`config.mk`:
```
export PLATFORM = sky130hd
export DESIGN_NAME = perceptron_sequencer
export DESIGN_NICKNAME = d
export VERILOG_FILES = /design/src/rtl/perceptron_pkg.sv /design/src/rtl/perceptron_match.sv /design/src/rtl/perceptron_sequencer.sv
export SDC_FILE = /design/constraint.sdc
export NUM_CORES = 1
export LEC_CHECK = 0
export ABC_AREA = 1
export CORE_MARGIN = 2
export CORE_UTILIZATION = 53
export CTS_CLUSTER_DIAMETER = 80
export CTS_CLUSTER_SIZE = 12
export DETAILED_ROUTE_END_ITERATION = 8
export PLACE_DENSITY = 0.86
export SYNTH_ARGS = -nofsm -noshare
export SYNTH_HDL_FRONTEND = slang
export SYNTH_SLANG_ARGS = --single-unit
```
`constraint.sdc`:
```
create_clock -name clk -period 2.65 [get_ports clk]
set_input_delay 0.3975 -clock clk [delete_from_list [all_inputs] [get_ports clk]]
set_output_delay 0.3975 -clock clk [all_outputs]
set_load 0.01 [all_outputs]
```
`src/rtl/perceptron_pkg.sv`:
```
// perceptron_pkg: shared FSM state type, class constants and the class target table
package perceptron_pkg;
  typedef enum logic [1:0] {IDLE, ACCUM, CLASSIFY, HOLD} state_e;
  localparam int NUM_CLASSES = 10;
  localparam logic [3:0] CLASS_NONE = 4'hF;
  // Class 0 lives in the least significant byte.
  localparam logic [79:0] TARGETS = {8'd26, 8'd64, 8'd4, 8'd40, 8'd28, 8'd6, 8'd34, 8'd20, 8'd2, 8'd32};
  function automatic logic [7:0] target(input logic [3:0] i);
    return TARGETS[32'(i) * 8 +: 8];
  endfunction
endpackage

```
`src/rtl/perceptron_match.sv`:
```
// perceptron_match: compares the accumulator with one table entry; PERCEPTRON_NEAREST_EN adds the absolute distance
module perceptron_match import perceptron_pkg::*; (
  input  logic [7:0] acc_i,
  input  logic [3:0] idx_i,
`ifdef PERCEPTRON_NEAREST_EN
  output logic [7:0] dist_o,
`endif
  output logic       hit_o
);
  logic [7:0] tgt;
  assign tgt = target(idx_i);
  assign hit_o = acc_i == tgt;
`ifdef PERCEPTRON_NEAREST_EN
  assign dist_o = acc_i >= tgt ? acc_i - tgt : tgt - acc_i;
`endif
endmodule

```
`src/rtl/perceptron_sequencer.sv`:
```
// perceptron_sequencer: accumulates weighted feature samples per frame and classifies the sum against a table; PERCEPTRON_NEAREST_EN selects nearest-target fallback
module perceptron_sequencer import perceptron_pkg::*; #(
  parameter int EDGE_SHIFT  = 3,
  parameter int CURVE_SHIFT = 1,
  parameter int MAX_SAMPLES = 16
) (
  input  logic       clk,
  input  logic       rst,
  input  logic       in_valid,
  output logic       in_ready,
  input  logic [2:0] in_edges,
  input  logic [3:0] in_curves,
  input  logic       in_last,
  output logic       out_valid,
  input  logic       out_ready,
  output logic [3:0] out_class,
  output logic [7:0] out_sum,
  output logic       out_overrun
);
  localparam int CW = $clog2(MAX_SAMPLES + 1);
  state_e state_q, state_d;
  logic [7:0] acc_q, acc_d;
  logic [CW-1:0] cnt_q, cnt_d;
  logic ovr_q, ovr_d;
  logic [3:0] idx_q, idx_d;
  logic [3:0] class_q, class_d;
  logic accept, last_cnt, done, hit, in_class, last_idx;
  logic [15:0] sum;
  logic [7:0] acc_sat;
  assign accept   = in_valid & in_ready;
  assign last_cnt = cnt_q == CW'(MAX_SAMPLES - 1);
  assign done     = state_q == HOLD && out_ready;
  assign in_class = state_q == CLASSIFY;
  assign last_idx = idx_q == 4'(NUM_CLASSES - 1);
  assign sum      = 16'(acc_q) + (16'(in_edges) << EDGE_SHIFT) + (16'(in_curves) << CURVE_SHIFT);
  assign acc_sat  = sum > 16'd255 ? 8'hFF : sum[7:0];
`ifdef PERCEPTRON_NEAREST_EN
  logic [7:0] dist, best_q, best_d;
  logic upd;
  perceptron_match u_match (.acc_i(acc_q), .idx_i(idx_q), .dist_o(dist), .hit_o(hit));
  // An exact hit has distance 0, so strict-less keeps the lowest matching index.
  assign upd = idx_q == 4'd0 || (best_q != 8'd0 && (hit || dist < best_q));
`else
  perceptron_match u_match (.acc_i(acc_q), .idx_i(idx_q), .hit_o(hit));
`endif
  // State register
  always_ff @(posedge clk or posedge rst)
    if (rst) state_q <= IDLE;
    else state_q <= state_d;
  // Next-state logic; a frame ends on in_last or when the sample budget is used up
  always_comb begin
    state_d = accept ? ((in_last || last_cnt) ? CLASSIFY : ACCUM)
            : in_class ? (last_idx ? HOLD : CLASSIFY)
            : done ? IDLE : state_q;
  end
  // Handshake outputs decoded from the state
  always_comb begin
    in_ready    = state_q == IDLE || state_q == ACCUM;
    out_valid   = state_q == HOLD;
    out_class   = class_q;
    out_sum     = acc_q;
    out_overrun = ovr_q;
  end
  // Datapath next values: saturating accumulate, sample count, table scan
  always_comb begin
    acc_d   = accept ? acc_sat : done ? 8'd0 : acc_q;
    cnt_d   = accept ? cnt_q + CW'(1) : done ? '0 : cnt_q;
    ovr_d   = accept ? (!in_last && last_cnt) : done ? 1'b0 : ovr_q;
    idx_d   = in_class ? idx_q + 4'd1 : 4'd0;
`ifdef PERCEPTRON_NEAREST_EN
    class_d = in_class && upd ? idx_q : class_q;
    best_d  = in_class && upd ? dist : best_q;
`else
    class_d = !in_class ? class_q
            : (hit && (idx_q == 4'd0 || class_q == CLASS_NONE)) ? idx_q
            : idx_q == 4'd0 ? CLASS_NONE : class_q;
`endif
  end
  // Datapath registers
  always_ff @(posedge clk or posedge rst)
    if (rst) begin
      acc_q   <= 8'd0;
      cnt_q   <= '0;
      ovr_q   <= 1'b0;
      idx_q   <= 4'd0;
      class_q <= 4'd0;
`ifdef PERCEPTRON_NEAREST_EN
      best_q  <= 8'd0;
`endif
    end else begin
      acc_q   <= acc_d;
      cnt_q   <= cnt_d;
      ovr_q   <= ovr_d;
      idx_q   <= idx_d;
      class_q <= class_d;
`ifdef PERCEPTRON_NEAREST_EN
      best_q  <= best_d;
`endif
    end
endmodule

```
==> flow_metrics.env, run 1 <==
export IMPL_end_kind="register"
export IMPL_min_path_type="in -> async"
export IMPL_worst_pin_slew_ns=0.3763
export IMPL_clkSinkCount=24
export IMPL_cp_arrival_ns=2.63
export IMPL_final_cell_area_um2=2093
export IMPL_io_buffers=26
export IMPL_netlist_instances=204
export IMPL_drc_errors=0
export IMPL_area_delta_synth_final_pct=23.11
export IMPL_grt_max_degree=25
export IMPL_core_um2=3053
export IMPL_critical_path_class="in -> reg"
export IMPL_hold_viol_final=0
export IMPL_die_x_um=60.64
export IMPL_htreeDepth=1
export IMPL_grt_usage_pct=21.82
export IMPL_num_io_pins=27
export IMPL_vias=1490
export IMPL_regToRegStartpoint="out_sum[3]"
export IMPL_synth_flop_cell="dfrtp_1"
export IMPL_max_cap_viol_count=0
export IMPL_crit_fanout=5
export IMPL_drv_slew=0
export IMPL_async_flop_share_pct=100.0
export IMPL_grt_pass1_vias=1403
export IMPL_grt_pass1_wl_um=6065
export IMPL_cp_start_kind="input pin"
export IMPL_vdd_drop_max_uv=548.9
export IMPL_slew_headroom_pct=74.89
export IMPL_avgViaCountPerCell=5.302
export IMPL_post_cts_buffers=0
export IMPL_post_drt_wl_per_cell_um=12.65
export IMPL_synth_seq_cells=24
export IMPL_synth_edf_count=0
export IMPL_place_congestion=0.8544
export IMPL_cellPowerDensity_nw_per_um2=1149
export IMPL_routed_wl_um=3554
export IMPL_fillers=255
export IMPL_cts_root_buf="clkbuf_4"
export IMPL_synth_nets=234
export IMPL_row_count=20
export IMPL_syn_cell_area_um2=1700
export IMPL_crit_start="in_edges[0]"
export IMPL_syn_area_per_cell_um2=8.335
export IMPL_place_area_um2=2037
export IMPL_synth_seq_area_share_pct=35.32
export IMPL_drt_first_iter_violations=127
export IMPL_p_leak_nw=1.017
export IMPL_synth_top_area_share_pct=35.32
export IMPL_diodes=0
export IMPL_finalSetupTns_ns=0
export IMPL_dieArea_um2=3677
export IMPL_hold_buffers=0
export IMPL_path_clk_slew_ns=0.13
export IMPL_rsz0062_at_grt="no"
export IMPL_synth_area_leaders="dfrtp_1 (35%), ha_1 (11%), nand2_1 (9.5%), inv_1 (6.8%), nand3_1 (5.0%)"
export IMPL_max_freq_ghz=0.4190
export IMPL_min_period_over_period_pct=90.06
export IMPL_yosysTopAreaCell="dfrtp_1"
export IMPL_cts_buffers=3
export IMPL_grt_ovfl_total=0
export IMPL_die_height_um=60.64
export IMPL_grt_antenna_before_repair=0
export IMPL_drive_gt1_share_pct=13.50
export IMPL_ant_nets=0
export IMPL_required_ns=2.89
export IMPL_num_nets_final=268
export IMPL_clk_path_buf_depth=2
export IMPL_drt_pass1_iterations=4
export IMPL_ys_types=29
export IMPL_finalClockSkew_ns=0.008326
export IMPL_hpwl_um=2776
export IMPL_cts_tree="done"
export IMPL_setup_viol=0
export IMPL_clock_latency_ns=0.32
export IMPL_finalCriticalPeriod_ns=2.386
export IMPL_yosysWarnings=0
export IMPL_initial_utilization_pct=55.70
export IMPL_status="finished clean"
[per-layer routing]
layer	up-vias	GRT usage, %	wire length, µm	share of wire (%)
li1	747	-	-	-
met1	697	29.43	1633	46
met2	42	36.10	1706	48
met3	4	5.117	189	5.3
met4	0	4.658	25	0.70
met5	-	0	0	0
[layout make-up]
cell class	count	area [µm²]	share of cell area, %
multi-input cells	145	958.4	45.79
clock buffers	3	22.52	1.076
repair buffers	31	297.8	14.23
clock inverters	1	30.03	1.435
flip-flops and latches	24	600.6	28.69
inverters	33	128.9	6.157
well taps	44	55.05	2.630
[through the flow]
stage          instances  setup slack [ns]  total power, mW  hold WS (ns)  util (%)
5_1_grt              281           0.06481            2.632        0.4146     68.57
2_1_floorplan        204            0.4300            1.637        0.4121         -
3_3_place_gp         277          -0.09388            2.100        0.4794     66.72
3_5_place_dp         277           -0.1742            2.122        0.4815     66.72
6_report             281            0.2635            2.405        0.4034     68.57
4_1_cts              281            0.1803            2.399        0.4123     68.44
[cells by family after synthesis]
family | synth area share, %
AOI/OAI and AO/OA | 11.04
xor gates and xnor gates | 1.546
adders and majority gates | 14.57
buffers and inverters | 8.535
DFF | 35.32
and+or+nand+nor | 28.99
[repair_timing]
| item | 4_1_cts | 5_1_grt |
|---|---|---|
| hold endpoints to repair | 0 | 0 |
| endpoints found under the setup margin | 0 | 6 |
| resized for setup | 0 | 2 |
[report_power, final]
| group | total (mW) | internal, mW | switching, mW |
|---|---|---|---|
| clock network | 0.263 | 0.153 | 0.110 |
| registers | 0.675 | 0.521 | 0.155 |
| logic | 1.47 | 0.647 | 0.819 |
[path summary, 6_finish.rpt]
path,end,slack [ns],depth (start not counted)
setup / recovery,out_sum[5],0.26,9
hold / removal,state_q[0],0.40,3
setup reg to reg,out_sum[5],0.35,8
hold reg to reg,cnt_q[3],0.50,1
max in group asynchronous,out_sum[1],2.02,3
min in group clk,cnt_q[3],0.50,1
[cells in the mapped netlist, types with 2 or more instances]
master,number
nand3_1,17
dfrtp_1,24
nand2_2,8
ha_1,15
xor2_1,3
nand3_2,6
nor2_1,6
o21ai_0,9
o211ai_1,2
nor2_2,2
a32o_1,2
inv_1,31
nand4_1,6
nor2_4,2
a31oi_1,2
o221ai_1,4
nand2_1,43
fa_1,3
a21oi_1,8
o22ai_1,2
[registers in the layout, summed over array words and instances, names as in the netlist]
| signal | count |
|---|---|
| out_sum | 8 |
| cnt_q | 5 |
| idx_q | 4 |
| out_class | 4 |
| state_q | 2 |
| out_overrun | 1 |
[cells in the final DEF, fill, tap and decap left out, types with 2 or more instances in the layout]
cell / n
inv_1: 31
a21oi_1: 7
nor2_4: 2
o211ai_1: 2
nand3_2: 6
clkbuf_4: 3
a31oi_1: 2
o221ai_1: 4
nand4_1: 6
buf_4: 5
xor2_1: 3
ha_1: 15
fa_1: 3
nor2_2: 2
o22ai_1: 2
nand3_1: 17
nand2_2: 8
o21ai_0: 8
dfrtp_1: 24
clkdlybuf4s50_1: 26
nand2_1: 43
a32o_1: 2
nor2_1: 6
[worst max-delay path, cell delays in order]
cell             delay, ns
clkdlybuf4s50_1       0.45
inv_1                 0.05
fa_1                  0.52
fa_1                  0.46
o21ai_1               0.18
nand2_1               0.11
a21oi_2               0.17
nand2_1               0.15
o211ai_1              0.14
No activity file was read; power rests on OpenSTA's default activity.
==> run 2, diff against run 1 <==
--- a/config.mk
+++ b/config.mk
@@ -11,6 +11,7 @@
 export CTS_CLUSTER_DIAMETER = 80
 export CTS_CLUSTER_SIZE = 12
 export DETAILED_ROUTE_END_ITERATION = 8
+export GPL_ROUTABILITY_DRIVEN = 0
 export PLACE_DENSITY = 0.86
 export SYNTH_ARGS = -nofsm -noshare
 export SYNTH_HDL_FRONTEND = slang
==> results of run 2 <==
No change in the layout: final DEF, timing and power equal those of run 1.
